## config.mk

```make
export PLATFORM = sky130hd
export DESIGN_NAME = wb_cmd_master
export DESIGN_NICKNAME = d
export VERILOG_FILES = /design/src/rtl/wb_cmd_pkg.sv /design/src/rtl/wb_cmd_timeout.sv /design/src/rtl/wb_cmd_master.sv
export SDC_FILE = /design/constraint.sdc
export NUM_CORES = 1
export LEC_CHECK = 0
export ABC_AREA = 1
export CAP_MARGIN = 40
export CORE_MARGIN = 5
export CORE_UTILIZATION = 39
export DETAILED_ROUTE_END_ITERATION = 12
export PLACE_DENSITY_LB_ADDON = 0.3
export SLEW_MARGIN = 15
export SYNTH_ARGS = -nofsm -noshare
export SYNTH_HDL_FRONTEND = slang
export SYNTH_HIERARCHICAL = 1
export SYNTH_SLANG_ARGS = --single-unit
```

## constraint.sdc

```tcl
create_clock -name wb_clk_i -period 1.7 [get_ports wb_clk_i]
set_clock_uncertainty 0.2 [all_clocks]
set_input_delay 0.34 -clock wb_clk_i [delete_from_list [all_inputs] [get_ports wb_clk_i]]
set_output_delay 0.34 -clock wb_clk_i [all_outputs]
set_load 0.03 [all_outputs]
```

## src/rtl/wb_cmd_pkg.sv

```systemverilog
// Shared types and constants for the command-to-Wishbone initiator.
package wb_cmd_pkg;
  typedef enum logic [1:0] {IDLE, BUS, RESP} state_e;
  localparam int TO_CNT_W = 8;
endpackage

```

## src/rtl/wb_cmd_timeout.sv

```systemverilog
// Bus-cycle watchdog: counts strobe cycles and flags the last one allowed without ack.
module wb_cmd_timeout
  import wb_cmd_pkg::*;
#(
  parameter int TIMEOUT = 15
) (
  input  logic wb_clk_i,
  input  logic wb_rst_i,
  input  logic clr,
  input  logic en,
  output logic expired
);
  localparam logic [TO_CNT_W-1:0] LAST = TO_CNT_W'(TIMEOUT - 1);

  logic [TO_CNT_W-1:0] cnt_q;

  always_ff @(posedge wb_clk_i) begin
    if (wb_rst_i || clr) cnt_q <= '0;
    else if (en)         cnt_q <= cnt_q + 1'b1;
  end

  // Counter holds k-1 during the k-th strobe cycle, so strobe stays up TIMEOUT cycles.
  assign expired = en && (cnt_q == LAST);
endmodule

```

## src/rtl/wb_cmd_master.sv

```systemverilog
// Single-outstanding Wishbone initiator: one command in, one classic cycle, one response out.
module wb_cmd_master
  import wb_cmd_pkg::*;
#(
  parameter int ADR_W   = 3,
  parameter int DAT_W   = 8,
  parameter int TIMEOUT = 15
) (
  input  logic             wb_clk_i,
  input  logic             wb_rst_i,
  input  logic             cmd_valid_i,
  output logic             cmd_ready_o,
  input  logic             cmd_we_i,
  input  logic [ADR_W-1:0] cmd_adr_i,
  input  logic [DAT_W-1:0] cmd_dat_i,
  output logic             resp_valid_o,
  input  logic             resp_ready_i,
  output logic [DAT_W-1:0] resp_dat_o,
  output logic             resp_err_o,
  output logic             wb_cyc_o,
  output logic             wb_stb_o,
  output logic             wb_we_o,
  output logic [ADR_W-1:0] wb_adr_o,
  output logic [DAT_W-1:0] wb_dat_o,
  input  logic [DAT_W-1:0] wb_dat_i,
  input  logic             wb_ack_i
);
  state_e state_q, state_d;
  logic   accept, bus_done, to_expired;

  wb_cmd_timeout #(.TIMEOUT(TIMEOUT)) u_timeout (
    .wb_clk_i (wb_clk_i),
    .wb_rst_i (wb_rst_i),
    .clr      (accept),
    .en       (state_q == BUS),
    .expired  (to_expired)
  );

  always_ff @(posedge wb_clk_i) begin
    if (wb_rst_i) state_q <= IDLE;
    else          state_q <= state_d;
  end

  always_comb begin
    state_d  = state_q;
    accept   = 1'b0;
    bus_done = 1'b0;
    case (state_q)
      IDLE: if (cmd_valid_i) begin
        accept  = 1'b1;
        state_d = BUS;
      end
      BUS: if (wb_ack_i || to_expired) begin
        bus_done = 1'b1;
        state_d  = RESP;
      end
      RESP: if (resp_ready_i) state_d = IDLE;
      default: state_d = IDLE;
    endcase
  end

  always_ff @(posedge wb_clk_i) begin
    if (wb_rst_i) begin
      wb_we_o    <= 1'b0;
      wb_adr_o   <= '0;
      wb_dat_o   <= '0;
      resp_dat_o <= '0;
      resp_err_o <= 1'b0;
    end else begin
      if (accept) begin
        wb_we_o  <= cmd_we_i;
        wb_adr_o <= cmd_adr_i;
        wb_dat_o <= cmd_dat_i;
      end
      // Ack beats timeout when both land on the same edge.
      if (bus_done) begin
        resp_dat_o <= (wb_ack_i && !wb_we_o) ? wb_dat_i : '0;
        resp_err_o <= !wb_ack_i;
      end
    end
  end

  assign cmd_ready_o  = (state_q == IDLE);
  assign wb_cyc_o     = (state_q == BUS);
  assign wb_stb_o     = (state_q == BUS);
  assign resp_valid_o = (state_q == RESP);
endmodule

```

==> out/metrics.yaml, run 1 <==
routabilityCongestion: 0.8245
drt-wirelength-per-cell_um: 10.48
cts_buffers: 5
overflow: 0
peakVddDrop_mv: 0.4840
regArea_um2: 629.4
clkPwrFrac_pct: 27.1
finalHoldViolations: 0
crit_required_ns: 1.16
crit_fanout: 3
syn_to_final_growth_pct: 46.01
swShare_pct: 30.83
pwr_density_cell_nw_per_um2: 819.9
synthesis.area_um2: 1365
tightest_slew_ns: 0.5414
setup.worst_path.start_class: "flip-flop"
first_iter_violations: 75
worstPathArrival_ns: 1.10
critPathMaxStageDelay_ns: 0.39
root_buffer: "clkbuf_4"
clk_latency_ns: 0.33
ys_types: 18
clock_sinks: 31
ys_seq_area_share_pct: 45.46
drv_cap: 0
worst_r2r_path_depth: 8
routed-via-count: 1326
cpMaxStageDelayCell: "clkdlybuf4s15_1"
grt_max_degree: 22
multiInputGateArea_um2: 641.9
power.total_w: 0.001634
antenna_found_initial: 0
yosys-top-cells-area: "dfxtp_1 45%, nor2_1 15%, nand2_1 6.9%, nand3_1 5.9%, o21ai_0 5.1%"
place_area_um2: 1912
syn_area_per_cell_um2: 7.147
stdcell_count: 295
cts_tree: "done"
top_level_ports: 50
critPathKind: "flip-flop to output port"
synth_top_area_share_pct: 45.46
critPathBufInv: 1
leakage_nw: 0.9079
status: "completed"
drc: 0
finalCritPeriodShare_pct: 96.33
die_h_um: 69.16
fin_area_um2: 1993
nFillCells: 344
setup_slack_ns: 0.06235
slew-limit-headroom_pct: 63.87
slew_violations: 0
setup_viol_count_final: 0
wirelength_um: 3093
dp_cells: 286
fmax_mhz: 610.6
min_path_type: "flip-flop to flip-flop"
core_um2: 3363
dpl.hpwl_um: 2278
dp_slack_ns: -0.02741
p_int_w: 0.001130
power_frac_comb_pct: 24.3
drive_above_1_share_pct: 15.66
initial_core_util_pct: 40.59
die_area_um2: 4783
vias_per_cell: 4.495
diodes: 0
ys_warn_count: 6
antenna_left: 0
syn_nets: 218
crit_chain: "clkdlybuf4s15_1"
synth.ff_latch_count: 31
clk_pin_slew_ns: 0.10
end_kind: "output port"
drt_pass1_iterations: 4
crit_family: "buffers and inverters"
netlist.top_cell.by_area: "dfxtp_1"
rows: 21
track_usage_pct: 13.47
fin_nets: 276
whs_ns: 0.2792
seqPwrFrac_pct: 48.6
p_sw_w: 0.0005038
period_needed_ns: 1.638
grt_pass1_vias: 1236
cp_num_cells: 1
htreeDepth: 2
max-clock-path-buffers: 2
grt_pass1_wl_um: 5313
die_width_um: 69.16
portBuffers: 49
min_path_cells: 2
syn_inst: 191
final timing paths:
path,slack [ns],from,end
hold / removal,0.28,resp_err_o$_SDFFE_PP0P_,resp_err_o$_SDFFE_PP0P_
setup reg to reg,0.17,u_timeout/cnt_q[0]$_SDFFE_PP0P_,resp_dat_o[0]$_SDFFE_PP0P_
setup / recovery,0.06,wb_we_o$_SDFFE_PP0P_,wb_we_o
hold reg to reg,0.28,resp_err_o$_SDFFE_PP0P_,resp_err_o$_SDFFE_PP0P_
per-stage QoR:
stage           TNS, ns  utilization, %
5_1_grt        -0.01191           59.26
4_1_cts        -0.02302           58.44
2_1_floorplan   -0.2389               -
3_5_place_dp    -0.1697           56.85
3_3_place_gp   -0.01607           56.85
6_report              0           59.26
worst reg2reg max path: cells and delay by family, from the launching register on:
family / cells / cell delay [ns]
flops: 1 / 0.33
buf+inv: 1 / 0.04
simple gates: 6 / 0.68
fa+ha+maj: 1 / 0.19
cells in the final DEF (no fill, tap or decap):
master and n:
nor2_1 55, dfxtp_1 28, nand2_1 25, clkdlybuf4s50_1 24, dlygate4sd2_1 20, inv_1 16, nand3_1 15, o21ai_0 14
buf_4 10, a21oi_1 8, clkbuf_4 5, nand2_2 4, nor2_4 4, nor2_2 3, buf_6 2, dfxtp_4 2
nand3_2 2, ha_1 2, inv_2 1, inv_4 1, nand2_4 1, o21ai_1 1, clkinv_2 1, clkbuf_8 1
clkdlybuf4s15_1 1, buf_8 1, nand4_1 1, dfxtp_2 1
logic make-up (layout without fill, tap and decap cells):
family          Yosys count  in the layout  share of synthesized area, %
compound gates           23             23                         8.433
flops                    31             31                         45.46
buf+inv                  25             83                         8.800
simple gates            110            110                         35.47
fa+ha+maj                 2              2                         1.833
power by group through the flow:
stage               registers (W)  clock network [W]  logic, W
floorplan                0.000890                  0  0.000163
global placement         0.000812                  0  0.000408
detailed placement       0.000814                  0  0.000410
CTS                      0.000796           0.000458  0.000394
global route             0.000802           0.000495  0.000438
finish                   0.000794           0.000443  0.000397
Yosys cell counts:
library cell / n
a21oi_1: 8
buf_4: 3
buf_6: 2
clkbuf_1: 2
dfxtp_1: 31
ha_1: 2
inv_1: 16
inv_2: 2
nand2_1: 25
nand2_2: 5
nand3_1: 16
nand3_2: 1
nand4_1: 1
nor2_1: 56
nor2_2: 3
nor2_4: 3
o21ai_0: 14
o21ai_1: 1
layer usage:
layer  share of wire, %  wire [um]  up-vias  global-route usage [%]
met5                  0          0        -                       0
met4                2.1         64        0                   4.555
met3                 11        343        7                   8.140
met2                 45       1400       43                   21.72
met1                 42       1284      560                   14.53
li1                   -          -      716                       -
sequential cells by signal, summed over array words and instances, names as in the netlist:
name and flops:
wb_adr_o 3, wb_we_o 1, resp_dat_o 8, wb_dat_o 8, resp_err_o 1, u_timeout/cnt_q 8, state_q 2
cell type report:
type / instances / area share, %
timing repair buffer: 58 / 26.99
inverter: 18 / 3.515
clock inverter: 1 / 0.2511
sequential: 31 / 31.58
clock buffer: 6 / 2.574
tap: 46 / 2.888
multi-input combinational: 135 / 32.20
what timing repair did:
action	in CTS	in global routing
resized for setup	24	9
setup buffers	2	0
pin swaps	0	1
setup endpoints to repair	24	13
hold buffers	0	0
No activity file was read; power rests on OpenSTA's default activity.
==> run 2, diff against run 1 <==
CORE_UTILIZATION = 38   (was 39)
SYNTH_HIERARCHICAL = unset   (was 1)
==> out/metrics.yaml, run 2 <==
cts_buffers: 5  # unchanged
synth_edf_count: 0  # unchanged
dp_cells: 256  # was 286
fmax_mhz: 615.9  # was 610.6 MHz
initial_core_util_pct: 40.28  # was 40.59%
ys_types: 20  # was 18
status: "completed"  # unchanged
async_reset_ff_share_pct: 0  # unchanged
crit_required_ns: 1.16  # about the same
synthesis.area_um2: 1250  # was 1365 um2
pwr_density_cell_nw_per_um2: 845.7  # was 819.9 nW/um2
max-clock-path-buffers: 2  # unchanged
diodes: 0  # unchanged
clock_sinks: 31  # unchanged
cts_tree: "done"  # unchanged
clk_latency_ns: 0.32  # was 0.33 ns
die_width_um: 67.35  # was 69.16 um
grt_max_degree: 14  # was 22
crit_family: "buffers and inverters"  # unchanged
root_buffer: "clkbuf_4"  # unchanged
yosys-top-cells-area: "dfxtp_1 50%, nor2_1 11%, a21oi_1 6.8%, o21ai_0 6.8%, nand2_1 6.0%"  # was dfxtp_1 45%, nor2_1 15%, nand2_1 6.9%, nand3_1 5.9%, o21ai_0 5.1%
grt_pass1_vias: 1211  # was 1236
netlist.top_cell.by_area: "dfxtp_1"  # unchanged
grt_pass1_wl_um: 5457  # was 5313 um
cts_hold_buf: 0  # unchanged
dpl.hpwl_um: 2613  # was 2278 um
setup_viol_count_final: 0  # unchanged
track_usage_pct: 15.81  # was 13.47%
leakage_nw: 0.8223  # was 0.9079 nW
drt-wirelength-per-cell_um: 12.69  # was 10.48 um
ys_seq_area_share_pct: 49.65  # was 45.46%
layout_commonest_cell: "nor2_1"  # unchanged
htreeDepth: 2  # unchanged
syn_nets: 192  # was 218
tightest_slew_ns: 0.3209  # was 0.5414 ns
drv_cap: 0  # unchanged
final_util_pct: 60.60  # was 59.26%
first_iter_violations: 40  # was 75
layout_common_cells: "34 x nor2_1, 29 x dfxtp_1, 24 x clkdlybuf4s50_1, 20 x nand2_1, 20 x dlygate4sd2_1"  # was 55 x nor2_1, 28 x dfxtp_1, 25 x nand2_1, 24 x clkdlybuf4s50_1, 20 x dlygate4sd2_1
vias_per_cell: 4.891  # was 4.495
min_path_cells: 2  # unchanged
stdcell_count: 267  # was 295
antenna_found_initial: 0  # unchanged
whs_ns: 0.2696  # was 0.2792 ns
syn_inst: 165  # was 191
worstPathArrival_ns: 1.08  # was 1.10 ns
setup.worst_path.start_class: "flip-flop"  # unchanged
min_path_type: "flip-flop to flip-flop"  # unchanged
cp_num_cells: 1  # unchanged
critPathBufInv: 1  # unchanged
syn_area_per_cell_um2: 7.575  # was 7.147 um2
period_needed_ns: 1.624  # was 1.638 ns
drt_pass1_iterations: 4  # unchanged
rsz0062_at_grt: "no"
synth_top_area_share_pct: 49.65  # was 45.46%
synthFlopType: "dfxtp_1"  # unchanged
worst_r2r_path_depth: 6  # was 8
drive_above_1_share_pct: 14.35  # was 15.66%
antenna_left: 0  # unchanged
power.total_w: 0.001590  # was 0.001634 W
top_level_ports: 50  # unchanged
syn_to_final_growth_pct: 50.45  # was 46.01%
crit_chain: "dlygate4sd2_1"  # was clkdlybuf4s15_1
critPathMaxStageDelay_ns: 0.41  # was 0.39 ns
yosys-top-cells-count: "36 x nor2_1, 31 x dfxtp_1, 20 x nand2_1, 17 x a21oi_1, 17 x o21ai_0"  # was 56 x nor2_1, 31 x dfxtp_1, 25 x nand2_1, 16 x inv_1, 16 x nand3_1
slew_violations: 0  # unchanged
finalHoldViolations: 0  # unchanged
die_area_um2: 4536  # was 4783 um2
routed-via-count: 1306  # was 1326
portBuffers: 49  # unchanged
slew-limit-headroom_pct: 78.69  # was 63.87%
crit_fanout: 2  # was 3
routabilityCongestion: 0.7438  # was 0.8245
finalCritPeriodShare_pct: 95.51  # was 96.33%
reg.largest.list: "resp_dat_o (8), u_timeout.cnt_q (8), wb_dat_o (8)"  # was resp_dat_o (8), u_timeout/cnt_q (8), wb_dat_o (8)
overflow: 0  # unchanged
synth.ff_latch_count: 31  # unchanged
end_kind: "output port"  # unchanged
finalSetupTns_ns: 0  # unchanged
drc: 0  # unchanged
yosysMostFrequentCell: "nor2_1"  # unchanged
rows: 20  # was 21
cpMaxStageDelayCell: "dlygate4sd2_1"  # was clkdlybuf4s15_1
ys_warn_count: 0  # was 6
clk_pin_slew_ns: 0.09  # was 0.10 ns
core_um2: 3103  # was 3363 um2
die_h_um: 67.35  # was 69.16 um
peakVddDrop_mv: 0.4908  # was 0.4840 mV
critPathKind: "flip-flop to output port"  # unchanged
fin_nets: 249  # was 276
wirelength_um: 3389  # was 3093 um
run 2: cell count changes in the layout (fill, tap and decap cells not counted), moves of 3 or more:
cell / previous run / this run
nand2_1: 25 / 20
nand4_1: 1 / 10
inv_1: 16 / 9
a21oi_1: 8 / 17
nor2_4: 4 / 0
o21ai_0: 14 / 17
nand3_1: 15 / 4
nor2_1: 55 / 34
nand2_2: 4 / 1
run 2: power by group:
group | internal, W | switching (W)
sequential | 0.000764 | 0.0000198
combinational | 0.000139 | 0.000194
clock | 0.000243 | 0.000232
run 2: final timing paths:
path | slack [ns] | from | to
worst max-delay path | 0.08 | resp_dat_o[4]$_SDFFE_PP0P_ | resp_dat_o[4]
worst min-delay path | 0.27 | resp_dat_o[5]$_SDFFE_PP0P_ | resp_dat_o[5]$_SDFFE_PP0P_
worst max register to register | 0.16 | u_timeout.cnt_q[1]$_SDFFE_PP0P_ | resp_dat_o[6]$_SDFFE_PP0P_
worst min register to register | 0.27 | resp_dat_o[5]$_SDFFE_PP0P_ | resp_dat_o[5]$_SDFFE_PP0P_
run 2: repair_timing:
item,in CTS,in global routing
setup buffers,2,0
setup endpoints to repair,23,14
cloned,0,1
pin swaps,0,1
endpoints found under the hold margin,0,0
resized for setup,23,8
run 2: stage by stage:
step / instance area [um2] / setup slack, ns
CTS: 1848 / 0.03065
detailed placement: 1785 / 0.008459
global placement: 1785 / 0.06837
global route: 1881 / 0.003451
finish: 1881 / 0.07626
floorplan: 1250 / 0.04810
run 2: kinds of logic (layout without fill, tap and decap cells):
logic type | count (synthesis) | in the layout | synth area share [%]
AO/OA/AOI/OAI | 36 | 37 | 14.91
AND/OR/NAND/NOR | 75 | 75 | 26.23
flip-flops | 31 | 31 | 49.65
buffers and inverters | 21 | 78 | 7.207
adder cells (fa/ha/maj) | 2 | 2 | 2.002
run 2: routing by layer:
layer	part of all wire, %	global-route usage (%)
met1	41	18.45
met2	49	26.75
met3	7.8	4.992
met4	1.9	6.329
met5	0	0
run 2: layout make-up:
type	count	area [um2]
clock buffers	8	68.82
flip-flops and latches	31	623.1
well taps	44	55.05
repair buffers	56	508.0
multi-input cells	114	568.0
inverters	14	57.56
fillers	298	1222
==> run 3, diff against run 2 <==
CORE_UTILIZATION = 40   (was 38)
clock period = 1.8 ns   (was 1.7 ns; I/O delays follow)
==> out/metrics.yaml, run 3 (synthesis results as in run 2) <==
vias_per_cell: 4.951  # was 4.891
p_sw_w: 0.0004213  # was 0.0004450 W
clock_sinks: 31  # unchanged
portBuffers: 49  # unchanged
critPathMaxStageDelay_ns: 0.33  # was 0.41 ns
swShare_pct: 28.12  # was 27.98%
leakage_nw: 0.8222  # was 0.8223 nW
finalSetupTns_ns: 0  # unchanged
initial_core_util_pct: 41.28  # was 40.28%
wirelength_um: 3326  # was 3389 um
layout_commonest_cell: "nor2_1"  # unchanged
max-clock-path-buffers: 2  # unchanged
min_path_type: "flip-flop to flip-flop"  # unchanged
status: "completed"  # unchanged
layout_common_cells: "36 x nor2_1, 31 x dfxtp_1, 24 x clkdlybuf4s50_1, 21 x dlygate4sd2_1, 20 x nand2_1"  # was 34 x nor2_1, 29 x dfxtp_1, 24 x clkdlybuf4s50_1, 20 x nand2_1, 20 x dlygate4sd2_1
crit_chain: "inv_1 -> nand2_4 -> clkinv_4 -> buf_4"  # was dlygate4sd2_1
regArea_um2: 620.6  # was 623.1 um2
clk_latency_ns: 0.33  # was 0.32 ns
clk_pin_slew_ns: 0.09  # about the same
slew-limit-headroom_pct: 79.47  # was 78.69%
top_level_ports: 50  # unchanged
setup_viol_count_final: 0  # unchanged
die_area_um2: 4343  # was 4536 um2
power_frac_comb_pct: 20.5  # was 20.9%
drc: 0  # unchanged
antenna_found_initial: 0  # unchanged
cpMaxStageDelayCell: "dfxtp_1"  # was dlygate4sd2_1
nFillCells: 281  # was 298
grt_pass1_vias: 1231  # was 1211
drv_cap: 0  # unchanged
fin_area_um2: 1856  # was 1881 um2
critPathBufInv: 3  # was 1
first_iter_violations: 73  # was 40
pwr_density_cell_nw_per_um2: 807.6  # was 845.7 nW/um2
cts_tree: "done"  # unchanged
crit_fanout: 9  # was 2
grt_pass1_wl_um: 5368  # was 5457 um
htreeDepth: 2  # unchanged
slew_violations: 0  # unchanged
root_buffer: "clkbuf_4"  # unchanged
fin_nets: 248  # was 249
p_int_w: 0.001077  # was 0.001146 W
finalHoldViolations: 0  # unchanged
multiInputGateArea_um2: 551.8  # was 568.0 um2
drt_pass1_iterations: 4  # unchanged
routabilityCongestion: 0.8377  # was 0.7438
drive_above_1_share_pct: 11.71  # was 14.35%
rsz0062_at_grt: "no"  # unchanged
clkPwrFrac_pct: 30.1  # was 29.9%
period_needed_ns: 1.673
die_h_um: 65.90  # was 67.35 um
drt-wirelength-per-cell_um: 12.50  # was 12.69 um
crit_family: "buffers and inverters"  # unchanged
grt_max_degree: 17  # was 14
antenna_left: 0  # unchanged
die_width_um: 65.90  # was 67.35 um
diodes: 0  # unchanged
setup.worst_path.start_class: "flip-flop"  # unchanged
crit_required_ns: 1.24  # was 1.16 ns
finalCritPeriodShare_pct: 92.95
overflow: 0  # unchanged
seqPwrFrac_pct: 49.3  # about the same
fmax_mhz: 597.7
worstPathArrival_ns: 1.11  # was 1.08 ns
place_area_um2: 1783  # was 1785 um2
routed-via-count: 1317  # was 1306
track_usage_pct: 16.00  # was 15.81%
end_kind: "output port"  # unchanged
reg.largest.list: "resp_dat_o (8), u_timeout.cnt_q (8), wb_dat_o (8)"  # unchanged
core_um2: 3028  # was 3103 um2
tightest_slew_ns: 0.3092  # was 0.3209 ns
rows: 20  # unchanged
syn_to_final_growth_pct: 48.45  # was 50.45%
final_util_pct: 61.28  # was 60.60%
peakVddDrop_mv: 0.4468  # was 0.4908 mV
critPathKind: "flip-flop to output port"  # unchanged
dpl.hpwl_um: 2542  # was 2613 um
cts_buffers: 5  # unchanged
run 3: tightest hold or removal path: cells and delay by family (launching register included):
family / cells / cell delay, ns
AND/OR/NAND/NOR: 1 / 0.06
AO/OA/AOI/OAI: 1 / 0.05
flip-flops: 1 / 0.32
run 3: metal layers:
metal / share of wire [%] / GRT usage (%) / up-vias
met5: 0 / 0 / -
met4: 2.2 / 8.290 / 0
met3: 9.6 / 6.633 / 12
met2: 47 / 25.91 / 48
met1: 41 / 17.80 / 606
li1: - / - / 651
run 3: repair_timing:
| action | CTS | global route |
|---|---|---|
| setup endpoints to repair | 25 | 5 |
| pin swaps | 0 | 0 |
| hold buffers | 0 | 0 |
| gates resized for setup | 27 | 7 |
| buffers inserted | 0 | 3 |
run 3: final cells by class:
cell class	instances	share of cell area, %
flip-flops and latches	31	33.45
multi-input cells	113	29.74
repair buffers	56	27.04
clock buffers	8	3.709
inverters	14	3.102
well taps	44	2.967
run 3: power by group through the flow:
stage / clock, W / sequential (W) / combinational, W
finish: 0.000451 / 0.000739 / 0.000308
global route: 0.000506 / 0.000745 / 0.000330
CTS: 0.000467 / 0.000739 / 0.000300
detailed placement: 0 / 0.000756 / 0.000320
global placement: 0 / 0.000754 / 0.000315
floorplan: 0 / 0.000815 / 0.000112
run 3: path summary, 6_finish.rpt:
check                             startpoint                          to  slack (ns)  cells past startpoint
max                  state_q[1]$_SDFFE_PP0P_                    wb_cyc_o        0.13                      4
min               resp_dat_o[5]$_SDFFE_PP0P_  resp_dat_o[5]$_SDFFE_PP0P_        0.26                      2
min reg2reg       resp_dat_o[5]$_SDFFE_PP0P_  resp_dat_o[5]$_SDFFE_PP0P_        0.26                      2
max reg2reg  u_timeout.cnt_q[0]$_SDFFE_PP0P_  resp_dat_o[3]$_SDFFE_PP0P_        0.21                      7
run 3: stage by stage:
step                      total power (W)  worst slack, ns  instances  hold WS, ns
after floorplan                 0.0009268           0.1481        165       0.2629
after global placement           0.001069          0.05264        255       0.2501
after detailed placement         0.001076          0.02996        255       0.2555
after CTS                        0.001506         0.006017        263       0.2671
after global routing             0.001581         0.003163        266       0.3027
final                            0.001498           0.1269        266       0.2625
